==> src/rtl/lsu_pkg.sv <==
// Shared encodings, state type and request validation for the load/store unit.
package lsu_pkg;

   localparam logic [1:0] SZ_BYTE = 2'b00;
   localparam logic [1:0] SZ_HALF = 2'b01;
   localparam logic [1:0] SZ_WORD = 2'b10;
   localparam logic [1:0] SZ_ILL  = 2'b11;

   typedef enum logic [1:0] {
      ST_IDLE    = 2'd0,
      ST_LD_WAIT = 2'd1,
      ST_RMW     = 2'd2,
      ST_RESP    = 2'd3
   } lsu_state_e;

   // A request is rejected for an illegal size, a misaligned access or an
   // address past the end of the memory.
   function automatic logic lsu_req_err(input logic [1:0]  size,
                                        input logic [31:0] addr,
                                        input int unsigned words);
      logic [31:0] limit;
      limit = words << 2;
      return (size == SZ_ILL)
          || ((size == SZ_HALF) && addr[0])
          || ((size == SZ_WORD) && (addr[1:0] != 2'b00))
          || (addr >= limit);
   endfunction

endpackage

==> src/rtl/lsu_lane_align.sv <==
// Byte/halfword lane handling: load extraction with extension, store merge.
module lsu_lane_align
   import lsu_pkg::*;
(
   input  logic [31:0] ld_word_i,
   input  logic [1:0]  addr_lo_i,
   input  logic [1:0]  size_i,
   input  logic        signed_i,
   output logic [31:0] ld_data_o,
   input  logic [31:0] st_old_i,
   input  logic [15:0] st_new_i,
   output logic [31:0] st_word_o
);

   logic [7:0]  ld_byte;
   logic [15:0] ld_half;

   // Load path: select the little-endian lane, then zero/sign extend it
   always_comb begin
      case (addr_lo_i)
         2'd0:    ld_byte = ld_word_i[7:0];
         2'd1:    ld_byte = ld_word_i[15:8];
         2'd2:    ld_byte = ld_word_i[23:16];
         default: ld_byte = ld_word_i[31:24];
      endcase
      ld_half = addr_lo_i[1] ? ld_word_i[31:16] : ld_word_i[15:0];
      case (size_i)
         SZ_BYTE: ld_data_o = {{24{signed_i & ld_byte[7]}}, ld_byte};
         SZ_HALF: ld_data_o = {{16{signed_i & ld_half[15]}}, ld_half};
         default: ld_data_o = ld_word_i;
      endcase
   end

   // Store path: replace only the addressed lane of the old word
   always_comb begin
      st_word_o = st_old_i;
      case (size_i)
         SZ_BYTE: begin
            case (addr_lo_i)
               2'd0:    st_word_o = {st_old_i[31:8], st_new_i[7:0]};
               2'd1:    st_word_o = {st_old_i[31:16], st_new_i[7:0], st_old_i[7:0]};
               2'd2:    st_word_o = {st_old_i[31:24], st_new_i[7:0], st_old_i[15:0]};
               default: st_word_o = {st_new_i[7:0], st_old_i[23:0]};
            endcase
         end
         SZ_HALF: begin
            st_word_o = addr_lo_i[1] ? {st_new_i, st_old_i[15:0]}
                                     : {st_old_i[31:16], st_new_i};
         end
         default: st_word_o = st_old_i;
      endcase
   end

endmodule

==> src/rtl/lsu_mem_ctrl.sv <==
// Load/store controller in front of a 1-cycle-latency single-port data RAM.
module lsu_mem_ctrl
   import lsu_pkg::*;
#(
   parameter int data_width      = 32,
   parameter int data_words      = 512,
   parameter int data_addr_width = $clog2(data_words)
) (
   input  logic                       clk,
   input  logic                       rst_n,
   input  logic                       req_valid,
   output logic                       req_ready,
   input  logic                       req_we,
   input  logic [1:0]                 req_size,
   input  logic                       req_signed,
   input  logic [31:0]                req_addr,
   input  logic [data_width-1:0]      req_wdata,
   output logic                       resp_valid,
   output logic [data_width-1:0]      resp_rdata,
   output logic                       resp_err,
   output logic                       mem_we,
   output logic [data_addr_width-1:0] mem_addr,
   output logic [data_width-1:0]      mem_wd,
   input  logic [data_width-1:0]      mem_rd
);

   lsu_state_e                 state_q, state_d;
   logic [data_addr_width-1:0] addr_q;
   logic [1:0]                 lo_q;
   logic [1:0]                 size_q;
   logic                       signed_q;
   logic [15:0]                wdata_q;
   logic [data_width-1:0]      rdata_q, rdata_d;
   logic                       err_q, err_d;
   logic                       accept;
   logic                       req_err;
   logic [31:0]                ld_data;
   logic [31:0]                st_word;

   assign req_ready  = rst_n & (state_q == ST_IDLE);
   assign accept     = req_valid & req_ready;
   assign req_err    = lsu_req_err(req_size, req_addr, $unsigned(data_words));
   assign resp_valid = (state_q == ST_RESP);
   assign resp_rdata = rdata_q;
   assign resp_err   = err_q;

   lsu_lane_align u_align (
      .ld_word_i (mem_rd),
      .addr_lo_i (lo_q),
      .size_i    (size_q),
      .signed_i  (signed_q),
      .ld_data_o (ld_data),
      .st_old_i  (mem_rd),
      .st_new_i  (wdata_q),
      .st_word_o (st_word)
   );

   // Next state and the response payload latched on entry to RESP
   always_comb begin
      state_d = state_q;
      rdata_d = rdata_q;
      err_d   = err_q;
      case (state_q)
         ST_IDLE: begin
            if (accept) begin
               if (req_err) begin
                  state_d = ST_RESP;
                  rdata_d = '0;
                  err_d   = 1'b1;
               end else if (!req_we) begin
                  state_d = ST_LD_WAIT;
               end else if (req_size == SZ_WORD) begin
                  state_d = ST_RESP;
                  rdata_d = '0;
                  err_d   = 1'b0;
               end else begin
                  state_d = ST_RMW;
               end
            end
         end
         ST_LD_WAIT: begin
            state_d = ST_RESP;
            rdata_d = ld_data;
            err_d   = 1'b0;
         end
         ST_RMW: begin
            state_d = ST_RESP;
            rdata_d = '0;
            err_d   = 1'b0;
         end
         default: state_d = ST_IDLE;
      endcase
   end

   // Memory port: live request address/data in IDLE, held address afterwards;
   // everything forced quiet while reset is asserted so no write can slip out
   always_comb begin
      mem_we   = 1'b0;
      mem_addr = '0;
      mem_wd   = '0;
      if (rst_n) begin
         case (state_q)
            ST_IDLE: begin
               mem_addr = req_addr[data_addr_width+1:2];
               mem_wd   = req_wdata;
               mem_we   = req_valid & req_we & (req_size == SZ_WORD) & ~req_err;
            end
            ST_RMW: begin
               mem_addr = addr_q;
               mem_wd   = st_word;
               mem_we   = 1'b1;
            end
            default: mem_addr = addr_q;
         endcase
      end
   end

   // FSM state and held response
   always_ff @(posedge clk or negedge rst_n) begin
      if (!rst_n) begin
         state_q <= ST_IDLE;
         rdata_q <= '0;
         err_q   <= 1'b0;
      end else begin
         state_q <= state_d;
         rdata_q <= rdata_d;
         err_q   <= err_d;
      end
   end

   // Capture the request fields at accept for use in later cycles
   always_ff @(posedge clk or negedge rst_n) begin
      if (!rst_n) begin
         addr_q   <= '0;
         lo_q     <= 2'b00;
         size_q   <= SZ_BYTE;
         signed_q <= 1'b0;
         wdata_q  <= '0;
      end else if (accept) begin
         addr_q   <= req_addr[data_addr_width+1:2];
         lo_q     <= req_addr[1:0];
         size_q   <= req_size;
         signed_q <= req_signed;
         wdata_q  <= req_wdata[15:0];
      end
   end

endmodule

==> config.mk <==
export PLATFORM = sky130hd
export DESIGN_NAME = lsu_mem_ctrl
export DESIGN_NICKNAME = d
export VERILOG_FILES = /design/src/rtl/lsu_pkg.sv /design/src/rtl/lsu_lane_align.sv /design/src/rtl/lsu_mem_ctrl.sv
export SDC_FILE = /design/constraint.sdc
export NUM_CORES = 1
export LEC_CHECK = 0
export CAP_MARGIN = 15
export CORE_MARGIN = 3
export CORE_UTILIZATION = 42
export DETAILED_ROUTE_END_ITERATION = 8
export PLACE_DENSITY = 0.79
export REMOVE_ABC_BUFFERS = 1
export SLEW_MARGIN = 20
export SYNTH_ARGS = -nofsm -noshare
export SYNTH_HDL_FRONTEND = slang
export SYNTH_HIERARCHICAL = 1
export SYNTH_SLANG_ARGS = --single-unit
==> constraint.sdc <==
create_clock -name clk -period 2 [get_ports clk]
set_input_delay 0.2 -clock clk [delete_from_list [all_inputs] [get_ports clk]]
set_output_delay 0.2 -clock clk [all_outputs]
set_load 0.02 [all_outputs]
==> impl_metrics.yaml <==
run_status:
  status: "finished, violations left"
  violations: "negative setup slack"
finish:
  antenna_cells: 0
  regArea_um2: 1630
  final_layout_size_suffix_gt1_share_pct: 30.9
  fillerInstances: 795
  multi_input_area_um2: 3290
  finalCoreUtilization_pct: 73.2
  nNetsFinal: 887
  finalNonFillerCells: 926
  design_area_um2: 8430
  syn2layout_area_growth_pct: 68.9
drt:
  vias_per_cell: 5.79
  wl_met2_um: 9770
  met1Wirelength_um: 7250
  routed_wl_um: 18900
  drc_errors: 0
  drt-pass1-iter-count: 5
  post_drt_wl_per_cell_um: 20.4
  ant_nets: 0
  vias: 5363
  wl_met3_um: 1120
  top_layer_used: "met4"
  drt_iter0_markers: 340
pwr:
  switching_power_mw: 5.53
  irDropWorstVdd_mv: 0.895
  power.density_nw_per_um2: 1560
  p_clk_share_pct: 12.1
  internal_power_mw: 7.63
  comb_power_share_pct: 69.6
  p_sw_share_pct: 42.0
  power.leakage_nw: 3.80
  p_seq_share_pct: 18.3
sta:
  slew_viol_final: 0
  rsz0062_at_grt: "yes"
  worst_hold_slack_ns: 0.322
  fin_crit_sh_pct: 113
  setup_viol: 48
  hold_viol_final: 0
  max_freq_mhz: 443
  min_period_ns: 2.26
  relSlewSlack_pct: 52.7
  worst_pin_slew_ns: 0.710
  finalClockSkew_ns: 0.00624
  setup_slack_ns: -0.259
clocking:
  cts-root-buf: "clkbuf_16"
  clk_pin_slew_ns: 0.06
  cts_sinks: 65
  clock_path_buffers: 2
  numCtsBuffers: 9
  cts_tree: "yes"
  htreeDepth: 3
  insertion_delay_ns: 0.33
synthesis:
  synth.most_common_cell: "dfrtp_1"
  ys_seq_elements: 65
  synth_edf_count: 0
  syn_inst: 525
  netlist_top_cells_area: "dfrtp_1 33%, mux2i_1 10%, mux2_1 6.8%, a22o_1 5.8%, nor2b_1 5.0%"
  ys_top_cells_by_count: "65 x dfrtp_1, 51 x mux2i_1, 44 x nand2_1"
  ys_warn_count: 6
  syn_area_per_cell_um2: 9.51
  ys_types: 56
  postSynth.asyncResetShare_pct: 100
  yosysTopAreaCellShare_pct: 32.6
  yosys.area.top_type: "dfrtp_1"
  synthFlopType: "dfrtp_1"
  ys_seq_area_share_pct: 32.6
  syn_area_um2: 4990
global_route:
  grt.total_usage_pct: 26.3
  grt_pass1_vias: 5252
  grt_first_pass_wirelength_um: 27600
  grt_overflow: 0
  antenna_found_initial: 0
  grt_max_degree: 54
placement:
  hpwl_um: 12700
  dp_slack_ns: -0.500
  io_buffers: 179
  dp.cells: 878
  gp_congestion: 0.899
  dpl-instance-area_um2: 7380
floorplan:
  placementRows: 39
  die_x_um: 115
  ios: 180
  start_util_pct: 43.4
  core_area_um2: 11500
  die_area_um2: 13200
  die_y_um: 115
setup_path:
  startpoint_type: "flip-flop"
  arrival_ns: 2.06
  crit_type: "flip-flop to output pin"
  worstPathMaxFanout: 5
  cp-end-kind: "output pin"
  crit_required_ns: 1.80
flow_run:
  max-cap-violations: 0
min_path:
  hold_path.class: "input port to asynchronous set/reset pin"
[cells in the final DEF, fill, tap and decap left out, types with 4 or more instances in the layout]
cell type	n
mux2_1	30
a31oi_1	4
buf_2	13
nor2_1	10
o22ai_1	19
a22oi_2	5
a221o_1	12
mux2_2	6
buf_6	44
o21ai_1	4
a221oi_2	6
o211ai_1	9
o21ai_0	9
buf_12	10
clkbuf_16	11
nor2b_1	40
dlymetal6s2s_1	7
dfrtp_1	62
buf_4	74
mux2i_1	50
and3_1	7
ha_1	4
and3b_1	8
inv_1	39
nand2_1	43
a22o_1	33
mux2_4	12
nand2b_1	4
clkdlybuf4s50_1	128
[stage by stage]
step / TNS [ns] / total power, mW
final: -5.66 / 13.2
after global routing: -8.83 / 13.8
after CTS: -7.01 / 12.0
after detailed placement: -18.01 / 9.74
after global placement: -16.12 / 9.56
after floorplan: -80.82 / 6.49
[per-layer routing]
layer | track usage (%) | up-vias
met5 | 0 | -
met4 | 10.7 | 0
met3 | 4.58 | 59
met2 | 44.6 | 235
met1 | 33.0 | 2642
li1 | - | 2427
[area by class of cell]
type	count	area share, %
repair buffers	288	34.1
clock buffers	12	3.04
inverters	42	1.91
well taps	143	2.12
clock inverters	3	0.475
multi-input cells	373	39.0
flip-flops and latches	65	19.3
[cell families (layout without fill, tap and decap cells)]
group / Yosys count / after routing / synth area share, %
AO/OA/AOI/OAI: 125 / 125 / 19.6
flip-flops: 65 / 65 / 32.6
buffers and inverters: 87 / 345 / 8.44
adder cells (fa/ha/maj): 5 / 5 / 1.25
AND/OR/NAND/NOR: 144 / 144 / 17.0
multiplexers: 99 / 99 / 21.1
[final timing paths]
check	cells after the start	startpoint	end	slack [ns]
hold reg to reg	1	resp_err$_DFFE_PN0P_	resp_err$_DFFE_PN0P_	0.50
setup / recovery	6	size_q[0]$_DFFE_PN0P_	mem_wd[12]	-0.26
setup reg to reg	7	state_q[1]$_DFFE_PN0P_	resp_rdata[6]$_DFFE_PN0P_	-0.05
hold / removal	2	rst_n	resp_err$_DFFE_PN0P_	0.32
max in group asynchronous	4	rst_n	size_q[1]$_DFFE_PN0P_	0.48
min in group clk	2	req_signed	signed_q$_DFFE_PN0P_	0.46
[power by group through the flow]
stage	sequential, mW	combinational, mW	clock, mW
global route	2.47	9.68	1.67
detailed placement	2.38	7.36	0
CTS	2.38	8.00	1.62
floorplan	2.77	3.73	0
finish	2.41	9.16	1.59
global placement	2.33	7.23	0
[state kept, by name, indices dropped and copies added, names as in the netlist]
signal,flops
resp_rdata,32
wdata_q,16
addr_q,9
lo_q,2
size_q,2
state_q,2
resp_err,1
signed_q,1
[worst max-delay path: stages (launching register included)]
cell and delay [ns]:
dfrtp_2 0.44, buf_4 0.16, nor4b_4 0.32, a21oi_2 0.11
a221o_1 0.32, a22o_1 0.21, buf_2 0.16
[what timing repair did]
action | in CTS | in global routing
cloned | 2 | 3
gates resized for setup | 214 | 118
setup endpoints to repair | 43 | 71
hold buffers | 1 | 0
buffers inserted | 17 | 13
endpoints found under the hold margin | 12 | 0
pin swaps | 13 | 30
No activity file was read; power rests on OpenSTA's default activity.
